**src/rtl/sync_emb_decoder.sv**
```systemverilog
`default_nettype none
// ============================================================================
// Module   : sync_emb_decoder
// Purpose  : Embedded-sync (BT.656/BT.1120-style) decoder: finds preamble+XY,
//            tracks lines/fields and emits pixel-valid strobe and counters.
// Revision : 1.0 - initial release
// ============================================================================
module sync_emb_decoder #(
    parameter int DATA_W     = 8,
    parameter int CNT_W      = 12,
    parameter int ACT_W      = 1920,
    parameter int ACT_H      = 1080,
    parameter int H_OFFSET   = 0,
    parameter int V_SKIP     = 24,
    parameter int INTERLACED = 0
) (
    input  logic              pclk,
    input  logic              rst,
    input  logic [DATA_W-1:0] datain,
    output logic [DATA_W-1:0] pdata,
    output logic              hsync,
    output logic              vsync,
    output logic              field,
    output logic [CNT_W-1:0]  colcnt,
    output logic [CNT_W-1:0]  rowcnt,
    output logic              len_err,
    output logic              sync_err
);

    localparam logic [DATA_W-1:0] c_ones      = {DATA_W{1'b1}};
    localparam logic [CNT_W-1:0]  c_cnt_max   = {CNT_W{1'b1}};
    localparam logic [CNT_W-1:0]  c_col_last  = CNT_W'(ACT_W - 1);
    localparam logic [CNT_W-1:0]  c_skip_last = (H_OFFSET > 0) ? CNT_W'(H_OFFSET - 1) : '0;
    localparam logic [CNT_W-1:0]  c_vstart    = CNT_W'(V_SKIP);
    localparam logic [CNT_W-1:0]  c_vend      = CNT_W'(V_SKIP + ACT_H);

    typedef enum logic [1:0] {
        ST_IDLE   = 2'd0,
        ST_SKIP   = 2'd1,
        ST_ACTIVE = 2'd2,
        ST_TAIL   = 2'd3
    } line_state_t;

    line_state_t       state_q, state_d;
    logic [DATA_W-1:0] d1_q, d1_d, d2_q, d2_d, d3_q, d3_d;
    logic [DATA_W-1:0] pdata_q, pdata_d;
    logic              frame_seen_q, frame_seen_d;
    logic [CNT_W-1:0]  vline_q, vline_d;
    logic [CNT_W-1:0]  word_cnt_q, word_cnt_d;
    logic [CNT_W-1:0]  colcnt_q, colcnt_d;
    logic [CNT_W-1:0]  rowcnt_q, rowcnt_d;
    logic              hsync_q, hsync_d;
    logic              vsync_q, vsync_d;
    logic              field_q, field_d;
    logic              len_err_q, len_err_d;
    logic              sync_err_q, sync_err_d;

    logic w_preamble;
    logic w_xy;
    logic w_bad_xy;
    logic w_f;
    logic w_v;
    logic w_h;
    logic w_sav;
    logic w_eav;
    logic w_out_line;

    always_comb begin
        w_preamble = (d3_q == c_ones) && (d2_q == '0) && (d1_q == '0);
        w_xy       = w_preamble && datain[DATA_W-1];
        w_bad_xy   = w_preamble && !datain[DATA_W-1];
        w_f        = datain[DATA_W-2];
        w_v        = datain[DATA_W-3];
        w_h        = datain[DATA_W-4];
        w_sav      = w_xy && !w_h;
        w_eav      = w_xy && w_h;
        w_out_line = frame_seen_q && (vline_q >= c_vstart) && (vline_q < c_vend);
    end

    always_comb begin
        state_d      = state_q;
        d1_d         = datain;
        d2_d         = d1_q;
        d3_d         = d2_q;
        pdata_d      = datain;
        frame_seen_d = frame_seen_q;
        vline_d      = vline_q;
        word_cnt_d   = word_cnt_q;
        colcnt_d     = '0;
        rowcnt_d     = rowcnt_q;
        hsync_d      = 1'b0;
        vsync_d      = 1'b0;
        field_d      = field_q;
        len_err_d    = 1'b0;
        sync_err_d   = w_bad_xy;

        if (w_xy && w_v) begin
            vline_d      = '0;
            frame_seen_d = 1'b1;
        end
        if (w_sav && !w_v && (vline_q != c_cnt_max)) begin
            vline_d = vline_q + 1'b1;
        end

        if (w_sav) begin
            // A SAV outside IDLE means the previous line never saw its EAV.
            if (state_q != ST_IDLE) begin
                len_err_d = 1'b1;
            end
            if (!w_v && w_out_line) begin
                state_d    = (H_OFFSET > 0) ? ST_SKIP : ST_ACTIVE;
                word_cnt_d = '0;
                if (vline_q == c_vstart) begin
                    vsync_d  = 1'b1;
                    rowcnt_d = '0;
                    field_d  = (INTERLACED != 0) ? w_f : 1'b0;
                end
            end else begin
                state_d = ST_IDLE;
            end
        end else if (w_eav) begin
            if ((state_q == ST_SKIP) || (state_q == ST_ACTIVE)) begin
                len_err_d = 1'b1;
            end
            if (state_q != ST_IDLE) begin
                state_d = ST_IDLE;
                if (rowcnt_q != c_cnt_max) begin
                    rowcnt_d = rowcnt_q + 1'b1;
                end
            end
        end else begin
            case (state_q)
                ST_SKIP: begin
                    if (word_cnt_q == c_skip_last) begin
                        state_d    = ST_ACTIVE;
                        word_cnt_d = '0;
                    end else begin
                        word_cnt_d = word_cnt_q + 1'b1;
                    end
                end
                ST_ACTIVE: begin
                    hsync_d  = 1'b1;
                    colcnt_d = word_cnt_q;
                    if (word_cnt_q == c_col_last) begin
                        state_d    = ST_TAIL;
                        word_cnt_d = '0;
                    end else begin
                        word_cnt_d = word_cnt_q + 1'b1;
                    end
                end
                default: begin
                end
            endcase
        end
    end

    always_ff @(posedge pclk) begin
        if (rst) begin
            state_q      <= ST_IDLE;
            d1_q         <= '0;
            d2_q         <= '0;
            d3_q         <= '0;
            pdata_q      <= '0;
            frame_seen_q <= 1'b0;
            vline_q      <= '0;
            word_cnt_q   <= '0;
            colcnt_q     <= '0;
            rowcnt_q     <= '0;
            hsync_q      <= 1'b0;
            vsync_q      <= 1'b0;
            field_q      <= 1'b0;
            len_err_q    <= 1'b0;
            sync_err_q   <= 1'b0;
        end else begin
            state_q      <= state_d;
            d1_q         <= d1_d;
            d2_q         <= d2_d;
            d3_q         <= d3_d;
            pdata_q      <= pdata_d;
            frame_seen_q <= frame_seen_d;
            vline_q      <= vline_d;
            word_cnt_q   <= word_cnt_d;
            colcnt_q     <= colcnt_d;
            rowcnt_q     <= rowcnt_d;
            hsync_q      <= hsync_d;
            vsync_q      <= vsync_d;
            field_q      <= field_d;
            len_err_q    <= len_err_d;
            sync_err_q   <= sync_err_d;
        end
    end

    assign pdata    = pdata_q;
    assign hsync    = hsync_q;
    assign vsync    = vsync_q;
    assign field    = field_q;
    assign colcnt   = colcnt_q;
    assign rowcnt   = rowcnt_q;
    assign len_err  = len_err_q;
    assign sync_err = sync_err_q;

endmodule
`default_nettype wire
```
**config.mk**
```make
export PLATFORM = sky130hd
export DESIGN_NAME = sync_emb_decoder
export DESIGN_NICKNAME = d
export VERILOG_FILES = /design/src/rtl/sync_emb_decoder.sv
export SDC_FILE = /design/constraint.sdc
export NUM_CORES = 1
export LEC_CHECK = 0
export BUFFER_PORTS_ARGS = -buffer_cell sky130_fd_sc_hd__buf_2
export CAP_MARGIN = 20
export CORE_MARGIN = 2
export CORE_UTILIZATION = 57
export CTS_CLUSTER_DIAMETER = 200
export DETAILED_ROUTE_END_ITERATION = 10
export PLACE_DENSITY_LB_ADDON = 0.1
export SKIP_LAST_GASP = 1
export SYNTH_ARGS = -nofsm -noshare
export SYNTH_HDL_FRONTEND = slang
export SYNTH_SLANG_ARGS = --single-unit
export TNS_END_PERCENT = 10
```
**constraint.sdc**
```tcl
create_clock -name pclk -period 2.8 [get_ports pclk]
set_input_delay 0.28 -clock pclk [delete_from_list [all_inputs] [get_ports pclk]]
set_output_delay 0.28 -clock pclk [all_outputs]
set_load 0.02 [all_outputs]
```
## Word level (Yosys, flattened, before mapping)

Cells that the tools add are included.

| storage, ports and cells | value |
|---|---|
| flip-flop bits (word level) | 79 |
| bits of input ports | 10 |
| output and inout bits | 37 |
| word-level logic and storage cells | 93 |

| operators by class | value |
|---|---|
| add/sub/neg operators | 3 |
| magnitude comparators | 2 |
| equal/unequal tests | 13 |
| mux-type cells | 27 |
| bitwise logic cells | 3 |
| reduce and logical (&&, ||, !) cells | 32 |

Operators with widths:

| kind | number |
|---|---|
| $mux 12 | 13 |
| $add 12x1->12 const B | 3 |
| $ne 12x12->1 const B | 2 |
| $pmux 12 s2 | 1 |
| $logic_not 8->1 | 2 |
| $eq 12x11->1 const B | 1 |
| $eq 12x5->1 const B | 1 |
| $ge 12x5->1 const B | 1 |
| $logic_and 1x1->1 | 12 |
| $logic_not 12->1 | 1 |
| $lt 12x11->1 const B | 1 |
| $mux 2 | 6 |
| $reduce_bool 2->1 | 5 |
| $eq 8x8->1 const B | 1 |
| $ne 4x3->1 const B | 2 |
| $mux 1 | 6 |
| $reduce_or 3->1 | 2 |
| $reduce_and 5->1 | 1 |
| $ne 2x1->1 const B | 2 |
| $pmux 2 s2 | 1 |
| $reduce_and 4->1 | 1 |
| $reduce_bool 4->1 | 1 |
| $reduce_or 4->1 | 1 |
| $logic_not 1->1 | 3 |
| 8 further kinds | 10 |

## Depth between registers and ports, before layout

| depth | value |
|---|---|
| word-level depth | 8 |
| depth in mapped cells | 9 |
| depth with buffers taken out | 8 |

## Worst setup path after synthesis

Ideal clock, no wire load.

| timing path | value |
|---|---|
| path kind | register -> register |
| from | reg word_cnt_q[0] |
| to | reg word_cnt_q[6] |
| library setup time | 0.132 ns |
| arrival time | 2.044 ns |
| required time | 2.668 ns |
| setup slack | 0.624 ns |
| stages on the path, launching flop included | 9 |
| path buffers | 0 |
| clock period less this slack | 2.176 ns |
| cell sequence | dfxtp_1 -> inv_1 -> ha_1 -> or4b_1 -> or3_1 -> or4_1 -> o21a_1 -> a21oi_2 -> o32ai_1 |

| between the ends | value |
|---|---|
| cells in the longest elaborated chain, start to end | 5 |
| elaborated cells between the ends (all ways) | 8 |
| those cells by class | add/sub (1); eq/ne (1); mux (5); reduce/logical (1) |

RTL lines:

| what | line | RTL |
|---|---|---|
| from (decl) | 49 | `logic [CNT_W-1:0] word_cnt_q, word_cnt_d;` |
| from (signal assigned) | 182 | `word_cnt_q <= word_cnt_d;` |
| $add 12x1->12, or another cell as far along | 138, 148 |  |
| $mux 12 (on tied branches) | 144, 134 |  |
| $pmux 12 s2 (*) | 132 | `case (state_q)` |
| $mux 12 (*) | 121 | `end else if (w_eav) begin` |
| $mux 12 (*) | 105 | `if (w_sav) begin` |

Every way passes the cells marked *; elsewhere a longest branch is shown, timed or not. The select of a mux whose other input is x is not followed.
A chain may end at the register's enable or synchronous reset.

## Worst setup path in the final report

Ends and elaborated chain as after synthesis.

==> reports/results.tsv <==
metric	value	unit
Chip Width	81.12	um
Cell Rows	28	
crit end category	flop	
Clk Tree Root Cell	clkbuf_8	
initial antenna violation count	0	
Compound-Gate Fraction of Synth Area	11.30	%
synthesized net count	400	
syn avg cell area	8.873	um^2
Unique masters post-synth	52	
fin area	3910	um^2
sequential area share after synthesis	46.66	%
peak supply drop	0.0003939	V
ant diodes	0	
number of CTS-inserted buffers	9	
FMAX	429.0	MHz
xor and xnor area share after synthesis	3.618	%
startpoint types	flop	
Largest stage delay, worst path	0.49	ns
combinational power share	11.5	%
worst slack, placed	0.4931	ns
via count of the routed design	2839	
outcome	finished clean	
cell family with most CP delay	simple AND/OR/NAND/NOR gates	
Int Power	0.001772	W
fin cells	508	
Setup Viol. Count Final	0	
critical path class	reg2reg	
Post-Synth Simple-Gate Area	31.45	%
post-DR wirelength/cell	13.96	um
NetSw	0.0005918	W
Worst Clk Skew	0.007516	ns
largest net degree at the start of global routing	41	
RSZ-0062 raised after global routing	false	
iteration-0 DRC count of the detailed router	233	
Final HPWL DP	4860	um
required time worst endpoint	3.03	ns
cells after synthesis	382	
# hold bufs at CTS	0	
synthesized cell area	3390	um^2
setup ws final	0.4689	ns
Net Sw Frac	25.03	%
mux cell area share after synthesis	0.2953	%
Core ar.	5816	um^2
Final Cycle Share	83.25	%
area of the multi-input gates	1685	um^2
register area	1582	um^2
LEAKAGE	1.589	nW
setup TNS	0	ns
Synth area leader	dfxtp_1	
ys async rst share	0	%
clock slew at the register clock pins of the worst setup and hold paths	0.08	ns
Post-DRT Antenna Nets	0	
Fill cells	522	
Die Area	6580	um^2
Period minus WS final	2.331	ns
crit path max-delay cell type	or4_1	
Layout Nets	446	
post-CTS setup buffers	0	
gr usage total	23.30	%
ys flop type	dfxtp_1	
power per cell area	604.7	nW/um^2
placed insts	492	
GPL Wtd Cong	0.8534	
clk_lat worst skew	0.35	ns
clock group share of total power	39.5	%
I/O pin cnt	47	
Slew HR	54.70	%
grt total ovfl	0	
number of enable flip-flop cells after synthesis	0	
share of the synthesized area in the top cell type	46.66	%
sequential share of power	49.0	%
final hold violations	0	
Slew @ Worst Pin	0.6795	ns
Max Transition Viols Final	0	
largest family of logic cells by synthesized area	simple AND/OR/NAND/NOR gates	
Chip Height	81.12	um
TritonCTS clock tree	done	
max-cap violations	0	
Yosys warnings	0	
Area growth, synth to finish	15.36	%
largest cells by area after synthesis	dfxtp_1, nor2b_1, a21oi_1	
share of cells above drive strength 1	17.09	%
vias in the first global route	2704	
Via density	5.589	
H-tree levels	3	
number of port buffers	45	
Clock Sinks	79	
Worst Hold Class	in2reg	
CP max FO	6	
DRC viols	0	
number of synthesized register bits	79	
worst-path cell chain	inv_1 -> ha_1 -> or4b_1 -> or3_1 -> or4_1 -> o21a_1 -> a21oi_2 -> o32ai_1	
starting density of the core	58.28	%
area share of fa/ha/maj cells after synthesis	2.953	%
CTS resizes	0	
DRT Pass-1 Iters	5	
Worst Path Arrival	2.56	ns
Cell Area, Placed	3687	um^2
CP Buf/Inv Count	1	
final WL	7093	um
Max clock buf depth	2	
first-pass GRT wire length	11940	um
## per-stage QoR
stage          util (%)  power [W]  hold slack [ns]
4_1_cts           67.23   0.002378           0.1213
6_report          67.23   0.002364           0.1321
2_1_floorplan         -   0.001384           0.3564
5_1_grt           67.23   0.002461           0.1213
3_3_place_gp      63.40   0.001450           0.4306
3_5_place_dp      63.40   0.001453           0.4354
## final timing paths
kind | startpoint | endpoint | slack, ns | cells after the start
worst min register to register | frame_seen_q | frame_seen_q | 0.45 | 2
worst min-delay path | datain[3] | pdata[3] | 0.13 | 2
worst max-delay path | word_cnt_q[0] | word_cnt_q[6] | 0.47 | 8
worst max register to register | word_cnt_q[0] | word_cnt_q[6] | 0.47 | 8
## final cells by class
class,count,share of cell area [%]
multi-input cells,273,43.10
clock buffers,11,3.616
repair buffers,52,7.104
well taps,75,2.400
clock inverters,5,2.080
inverters,13,1.248
flip-flops and latches,79,40.45
## metal layers
| layer | share of wire [%] | GRT usage [%] |
|---|---|---|
| met2 | 47 | 37.27 |
| met3 | 4.7 | 5.444 |
| met1 | 48 | 29.59 |
| met5 | 0 | 0 |
| met4 | 0.99 | 11.36 |
## registers in the layout, summed over array words and instances, names as in the netlist
name	count
colcnt	12
rowcnt	12
vline_q	12
word_cnt_q	12
d2_q	8
d3_q	8
pdata	8
state_q	2
frame_seen_q	1
hsync	1
len_err	1
sync_err	1
vsync	1
## Yosys cell counts, drive strengths merged, types with 2 or more instances
cell type,n
a211o,2
a21oi,28
a31oi,4
and2,17
and3,8
and4,2
and4b,3
buf,6
clkbuf,11
dfxtp,79
ha,8
inv,13
nand2,16
nand2b,3
nand3,17
nand3b,4
nand4,14
nor2,35
nor2b,26
nor3,9
nor3b,2
nor4,7
nor4b,2
o2111ai,2
o21ai,18
or3,7
or3b,2
or4,5
or4b,3
xnor2,3
xor2,11
## worst register-to-register path: cells and delay by family (launching register included)
kind	cells	cell delay [ns]
buffers and inverters	1	0.09
adders and majority gates	1	0.13
DFF	1	0.36
and+or+nand+nor	3	1.29
AOI/OAI and AO/OA	3	0.34
## cells in the final DEF, fill, tap and decap left out, drive strengths merged, types with 11 or more instances in the layout
cell     n
o21ai   18
a21oi   28
inv     13
nor2b   26
nand3   17
clkbuf  11
and2    17
xor2    11
nand2   16
dfxtp   79
nor2    35
nand4   14
buf     52
## power by group through the flow
stage	sequential (W)	clock (W)	combinational, W
2_1_floorplan	0.00119	0	0.000190
3_3_place_gp	0.00118	0	0.000265
3_5_place_dp	0.00119	0	0.000268
4_1_cts	0.00116	0.000948	0.000272
5_1_grt	0.00116	0.00100	0.000300
6_report	0.00116	0.000935	0.000271
## cells by family after synthesis
logic type      after synthesis
buf+inv                      30
flops                        79
other cells                   1
mux                           1
compound gates               65
simple gates                184
fa+ha+maj                     8
xor+xnor                     14
(Power assumes the default switching activity.)
